### src/rtl/mem_sram_controller.sv
// MEM-stage load/store unit: each 32-bit access becomes two halfword accesses to a
// 16-bit SRAM, each lasting WAIT_CYCLES cycles, while freeze stalls the pipeline.
module mem_sram_controller #(
  parameter int unsigned BASE_ADDR   = 1024,
  parameter int unsigned WAIT_CYCLES = 5,
  parameter int unsigned SRAM_AW     = 18
) (
  input  logic               clk,
  input  logic               rst,
  input  logic               wb_en_in,
  input  logic               mem_r_en_in,
  input  logic               mem_w_en_in,
  input  logic [3:0]         dest_in,
  input  logic [31:0]        alu_res_in,
  input  logic [31:0]        val_Rm_in,
  output logic               wb_en_out,
  output logic               mem_r_en_out,
  output logic [3:0]         dest_out,
  output logic [31:0]        alu_res_out,
  output logic [31:0]        mem_read_data,
  output logic               ready,
  output logic               freeze,
  output logic [SRAM_AW-1:0] sram_addr,
  output logic [15:0]        sram_dq_out,
  output logic               sram_dq_oe,
  input  logic [15:0]        sram_dq_in,
  output logic               sram_we_n
);

  typedef enum logic [2:0] {IDLE, RD_LO, RD_HI, WR_LO, WR_HI, DONE} state_t;

  localparam logic [3:0]  CNT_LAST   = 4'(WAIT_CYCLES - 1);
  localparam logic [31:0] BASE       = 32'(BASE_ADDR);
  localparam bit          HOLD_CYCLE = (WAIT_CYCLES > 1);

  state_t      state;
  logic [3:0]  cnt;
  logic [31:0] off;
  logic [30:0] lo_full;
  logic [30:0] hi_full;
  logic        mem_req;
  logic        last;
  logic        unused_bits;

  assign off         = alu_res_in - BASE;
  assign lo_full     = {off[31:2], 1'b0};
  assign hi_full     = {off[31:2], 1'b1};
  assign unused_bits = ^{off[1:0], lo_full, hi_full};
  assign mem_req     = mem_r_en_in | mem_w_en_in;
  assign last        = (cnt == CNT_LAST);

  assign wb_en_out    = wb_en_in;
  assign mem_r_en_out = mem_r_en_in;
  assign dest_out     = dest_in;
  assign alu_res_out  = alu_res_in;

  // DONE forces ready so the pipeline advances exactly once per completed word.
  assign ready  = (state == DONE) | ~mem_req;
  assign freeze = mem_req & ~ready;

  always_ff @(posedge clk or negedge rst) begin
    if (!rst) begin
      state         <= IDLE;
      cnt           <= 4'd0;
      mem_read_data <= 32'd0;
    end else begin
      case (state)
        IDLE: begin
          cnt <= 4'd0;
          if (mem_w_en_in)      state <= WR_LO;
          else if (mem_r_en_in) state <= RD_LO;
        end
        RD_LO: begin
          if (last) begin
            cnt                 <= 4'd0;
            state               <= RD_HI;
            mem_read_data[15:0] <= sram_dq_in;
          end else begin
            cnt <= cnt + 4'd1;
          end
        end
        RD_HI: begin
          if (last) begin
            cnt                  <= 4'd0;
            state                <= DONE;
            mem_read_data[31:16] <= sram_dq_in;
          end else begin
            cnt <= cnt + 4'd1;
          end
        end
        WR_LO: begin
          if (last) begin
            cnt   <= 4'd0;
            state <= WR_HI;
          end else begin
            cnt <= cnt + 4'd1;
          end
        end
        WR_HI: begin
          if (last) begin
            cnt   <= 4'd0;
            state <= DONE;
          end else begin
            cnt <= cnt + 4'd1;
          end
        end
        DONE:    state <= IDLE;
        default: state <= IDLE;
      endcase
    end
  end

  // Pins decode straight from registered state so reset idles the bus immediately.
  always_comb begin
    sram_addr   = '0;
    sram_dq_out = 16'd0;
    sram_dq_oe  = 1'b0;
    sram_we_n   = 1'b1;
    case (state)
      RD_LO: sram_addr = lo_full[SRAM_AW-1:0];
      RD_HI: sram_addr = hi_full[SRAM_AW-1:0];
      WR_LO: begin
        sram_addr   = lo_full[SRAM_AW-1:0];
        sram_dq_out = val_Rm_in[15:0];
        sram_dq_oe  = 1'b1;
        sram_we_n   = last & HOLD_CYCLE;
      end
      WR_HI: begin
        sram_addr   = hi_full[SRAM_AW-1:0];
        sram_dq_out = val_Rm_in[31:16];
        sram_dq_oe  = 1'b1;
        sram_we_n   = last & HOLD_CYCLE;
      end
      default: ;
    endcase
  end

endmodule
### config.mk
export PLATFORM = sky130hd
export DESIGN_NAME = mem_sram_controller
export DESIGN_NICKNAME = d
export VERILOG_FILES = /design/src/rtl/mem_sram_controller.sv
export SDC_FILE = /design/constraint.sdc
export NUM_CORES = 1
export LEC_CHECK = 0
export BUFFER_PORTS_ARGS = -buffer_cell sky130_fd_sc_hd__buf_2
export CAP_MARGIN = 10
export CORE_ASPECT_RATIO = 1.75
export CORE_UTILIZATION = 28
export DETAILED_ROUTE_END_ITERATION = 8
export MAX_ROUTING_LAYER = met4
export SETUP_SLACK_MARGIN = 0.2
export SLEW_MARGIN = 0
export SYNTH_ARGS = -nofsm -noshare
export SYNTH_HDL_FRONTEND = slang
export SYNTH_SLANG_ARGS = --single-unit
### constraint.sdc
create_clock -name clk -period 2.2 [get_ports clk]
set_input_delay 0.11 -clock clk [delete_from_list [all_inputs] [get_ports clk]]
set_output_delay 0.11 -clock clk [all_outputs]
set_load 0.1 [all_outputs]
# Word level (Yosys, flattened, before mapping)
# Index checks and enable logic that the tools add are counted.
[classes] n_addsub=2 eq_ne=10 n_mux=12 bitwise_logic=5 reduce_logical=9
[ops] operator="18-bit one-hot mux with 2 select lines" n=1
[ops] operator="16-bit one-hot mux with 2 select lines" n=1
[ops] operator="19-bit by 11-bit subtractor with 19-bit output, second input constant" n=1
[ops] operator="3-bit 2-to-1 mux" n=5
[ops] operator="3-bit one-hot mux with 4 select lines" n=1
[ops] operator="4-bit one-hot mux with 2 select lines" n=1
[ops] operator="3-bit by 2-bit equality test with 1-bit output, second input constant" n=2
[ops] operator="3-bit equality test, second input constant" n=2
[ops] operator="2-bit OR reduction" n=3
[ops] operator="4-bit by 1-bit adder with 4-bit output, second input constant" n=1
[ops] operator="4-bit by 3-bit equality test with 1-bit output, second input constant" n=1
[ops] operator="4-bit 2-to-1 mux" n=1
[ops] operator="2-bit != test, second input constant" n=2
[ops] operator="2-bit AND reduction" n=2
[ops] operator="4-bit AND reduction" n=1
[ops] operator="4-bit OR reduction" n=1
[ops] operator="3-bit by 1-bit equality test with 1-bit output, second input constant" n=1
[ops] operator="3-bit zero test" n=1
[ops] operator="3-bit != test, second input constant" n=1
[ops] operator="1-bit 2-to-1 mux" n=2
[ops] operator="2-bit by 1-bit != test with 1-bit output, second input constant" n=1
[ops] operator="1-bit inverter" n=2
[ops] operator="1-bit bitwise OR" n=2
[ops] operator="2-bit nonzero test" n=1
[ops] operator="1-bit AND" n=1
[totals] reg_bits=39 in_bits=89 elab_cells=42

# Longest topological paths before layout
[logic_depth] depth_word=5 ltp_mapped=7

# Worst setup path after synthesis
# OpenSTA, ideal clock, no wires.
[synth_timing] kind="reg-to-output" from="reg state[1]" to="out sram_we_n" arrival_ps=3158 required_ps=2090 slack_ps=-1068 stages_incl_launch_ff=6 path_cell_list="dfrtp_1 clkbuf_1 and2_1 buf_2 buf_2 o21ai_0"
[synth_via] elab_chain_cells=3 elab_cells_between_ends=4 classes_between="2 x eq/ne; 1 x mux; 1 x reduce/logical"
[synth_lines] element="start, declared" line_no="36" text="state_t state;"
[synth_lines] element="start signal, assigned" line_no="63" text="state <= IDLE;"
[synth_lines] element="start signal, assigned" line_no="70" text="if (mem_w_en_in) state <= WR_LO;"
[synth_lines] element="start signal, assigned" line_no="71" text="else if (mem_r_en_in) state <= RD_LO;"
[synth_lines] element="3-bit equality test / 3-bit by 2-bit equality test with 1-bit output (equally long branches)" line_no="119" text="case (state)"
[synth_lines] element="2-bit OR reduction (no line) *"
[synth_lines] element="1-bit 2-to-1 mux *" line_no="119"
[synth_lines] element="end, declared" line_no="27" text="output logic sram_we_n"
# Mark *: on every way between the ends. The rest lies on a longest branch, timed or not.

# Worst setup path after layout
[layout_timing] from="in alu_res_in[10]" to="out sram_addr[17]"
[layout_via] elab_chain_cells=2
[layout_lines] element="start, declared" line_no="14" text="input logic [31:0] alu_res_in,"
[layout_lines] element="19-bit by 11-bit subtractor with 19-bit output" line_no="45" text="assign off = alu_res_in - BASE;"
[layout_lines] element="18-bit one-hot mux with 2 select lines" line_no="119"
[layout_lines] element="end, declared" line_no="23" text="output logic [SRAM_AW-1:0] sram_addr,"
# No other way between the ends.

==> results.sh <==
export IMPL_endpoint="sram_addr[17]"
export IMPL_ios=197
export IMPL_rsz0062_at_grt="false"
export IMPL_synth_area_um2=2460
export IMPL_cp_slowest_cell="or4_4"
export IMPL_synthDistinctLibCells=44
export IMPL_crit_chain="buf_2 > inv_1 > ha_1 > or3b_4 > or4_4 > a21oi_4 > buf_12"
export IMPL_hold_path_class="in -> reg"
export IMPL_yosysSeqAreaShare_pct=39.7
export IMPL_cts_tree="done"
export IMPL_tns_ns=0
export IMPL_startpoint="alu_res_in[10]"
export IMPL_hold_viol_final=0
export IMPL_grt_first_pass_wirelength_um=10500
export IMPL_avgSynthCellArea_um2=11.0
export IMPL_layout_nets=436
export IMPL_fp_dieH_um=126
export IMPL_worst_pin_slew_ns=0.852
export IMPL_fillCellCount=800
export IMPL_worst_r2r_cell_count=6
export IMPL_drtPass1Iterations=4
export IMPL_track_usage_pct=15.3
export IMPL_die_w_um=72.8
export IMPL_dr_first_iter_drc_count=56
export IMPL_dp_worst_setup_slack_ns=0.197
export IMPL_synth_seq_cells=39
export IMPL_diodes=0
export IMPL_grt_pass1_vias=2170
export IMPL_postSynth_asyncResetShare_pct=100
export IMPL_synthMuxAreaShare_pct=17.5
export IMPL_yosys_area_share_simple_pct=12.7
export IMPL_drc_errors=0
export IMPL_max_stage_delay_ns=0.51
export IMPL_relSlewSlack_pct=43.2
export IMPL_arrival_ns=1.79
export IMPL_period_minus_slack_ns=1.90
export IMPL_cts_root_buffer="clkbuf_16"
export IMPL_antenna_found_initial=0
export IMPL_numCtsBuffers=5
export IMPL_clk_pin_slew_ns=0.06
export IMPL_clockBufferDepth=2
export IMPL_dieArea_um2=9170
export IMPL_r2r_slack_ns=0.32
export IMPL_max_freq_ghz=0.527
export IMPL_routedWlPerCell_um=14.6
export IMPL_skew_ns=0.00204
export IMPL_start_util_pct=29.2
export IMPL_drt_vias_per_instance=4.70
export IMPL_area_growth_pct=59.1
export IMPL_fin_util_pct=46.4
export IMPL_synth_adder_area_share_pct=1.53
export IMPL_r2r_end="mem_read_data[30]"
export IMPL_via_count=2163
export IMPL_synth_top_family_by_area="multiplexers"
export IMPL_clkLatencyLatePin_ns=0.28
export IMPL_synth_xor_area_share_pct=0.713
export IMPL_status="finished, final reports clean"
export IMPL_grt_overflow=0
export IMPL_cts_sinks=39
export IMPL_cp_start_kind="primary input"
export IMPL_place_hpwl_um=5280
export IMPL_port_buffers=156
export IMPL_reg2reg_from="cnt[0]"
export IMPL_synthCells=223
export IMPL_ant_nets=0
export IMPL_path_class="in -> out"
export IMPL_grt_max_degree=40
export IMPL_synth_compound_area_share_pct=12.0
export IMPL_setup_viol=0
export IMPL_coreArea_um2=8420
export IMPL_fin_ws_ns=0.301
export IMPL_rows=44
export IMPL_drive_gt1_share_pct=70.7
export IMPL_path_max_fanout=5
export IMPL_yosys_warnings=0
export IMPL_endpoint_kind="primary output"
export IMPL_drv_slew=0
export IMPL_wirelength_um=6700
export IMPL_h_tree_depth=2
export IMPL_synth_edf_count=0
export IMPL_cap_violations=0
export IMPL_place_congestion=0.699
export IMPL_synthFlopType="dfrtp_1"
export IMPL_period_share_pct=86.3
export IMPL_cts_setup_buffers=0
export IMPL_required_ns=2.09
export IMPL_syn_nets=315
[what timing repair did]
action,in CTS,in global routing
hold endpoints to repair,39,0
endpoints found under the setup margin,12,44
hold buffers,1,0
cloned,0,1
pin swaps,1,1
gates resized for setup,4,8
[final cells by class]
type	count	area [um^2]	area share (%)
Inverter	5	22.5	0.576
Clock inverter	2	35.0	0.896
Timing Repair Buffer	164	1360	34.8
Tap cell	115	144	3.68
Multi-Input combinational cell	129	1230	31.4
Sequential cell	39	980	25.1
Clock buffer	6	139	3.55
[synth_stat cells (all sizes together) (2+ instances only)]
master,n,share of area (%)
a21oi,7,1.4
mux2i,2,0.82
and3,8,2.0
inv,5,0.76
nand2b,2,0.51
or4,2,0.61
clkbuf,6,0.97
nor2b,2,0.51
nor2,7,1.1
o21ai,8,1.6
nand2,6,0.92
or3,6,1.5
buf,45,14
o31ai,3,0.92
ha,3,1.5
a22o,16,5.7
mux2,33,17
dfrtp,39,40
nand3b,3,1.9
or2,3,0.76
[kinds of logic after synthesis]
| family | after synthesis |
|---|---|
| buffers and inverters | 56 |
| adder cells (fa/ha/maj) | 3 |
| flip-flops | 39 |
| XOR/XNOR | 2 |
| multiplexers | 35 |
| AND/OR/NAND/NOR | 47 |
| AO/OA/AOI/OAI | 41 |
[stage by stage]
stage          cells  cell area [um^2]  hold WS [ns]
6_report         460              3910        0.0696
5_1_grt          460              3910        0.0618
4_1_cts          459              3880        0.0630
3_5_place_dp     450              3690         0.221
3_3_place_gp     450              3690         0.221
2_1_floorplan    223              2570        -0.186
[critical path, delay by kind of cell]
kind / cells / cell delay [ns]
AND/OR/NAND/NOR: 2 / 0.93
AO/OA/AOI/OAI: 1 / 0.19
buffers and inverters: 3 / 0.38
adder cells (fa/ha/maj): 1 / 0.17
[layout by cell type (no fill, tap or decap), drive strengths merged, types with 2 or more instances in the layout]
cell,count
nand2,7
nor2,7
or3,6
a22o,16
o31ai,3
o21ai,8
mux2i,2
nor2b,2
nand3b,3
a21oi,7
inv,4
mux2,33
ha,3
and3,8
buf,162
or4,2
or2,3
clkbuf,7
nand2b,2
dfrtp,39
[worst min-delay path by stage]
stage / startpoint / to / slack (ns) / cells past startpoint
2_1_floorplan: rst / cnt[0] / -0.19 / 0
3_3_place_gp: alu_res_in[27] / alu_res_out[27] / 0.22 / 0
3_5_place_dp: alu_res_in[27] / alu_res_out[27] / 0.22 / 0
4_1_cts: sram_dq_in[12] / mem_read_data[28] / 0.06 / 2
5_1_grt: sram_dq_in[6] / mem_read_data[22] / 0.06 / 2
6_report: sram_dq_in[1] / mem_read_data[1] / 0.07 / 2
[state kept, by name, summed over array words and instances, names as in the netlist]
| register | count |
|---|---|
| cnt | 4 |
| state | 3 |
| mem_read_data | 32 |
[per-layer routing]
layer  vias to the layer above  wire, um  track usage [%]
li1                       1000         -                -
met1                      1025      2440             15.2
met2                       118      3640             27.4
met3                        20       437             2.88
met4                         0       184             7.73
met5                         -         0                -
Power is left out: the tool's default activity adds up to more than one toggle a clock period on the data nets, which glitch-free logic cannot reach.
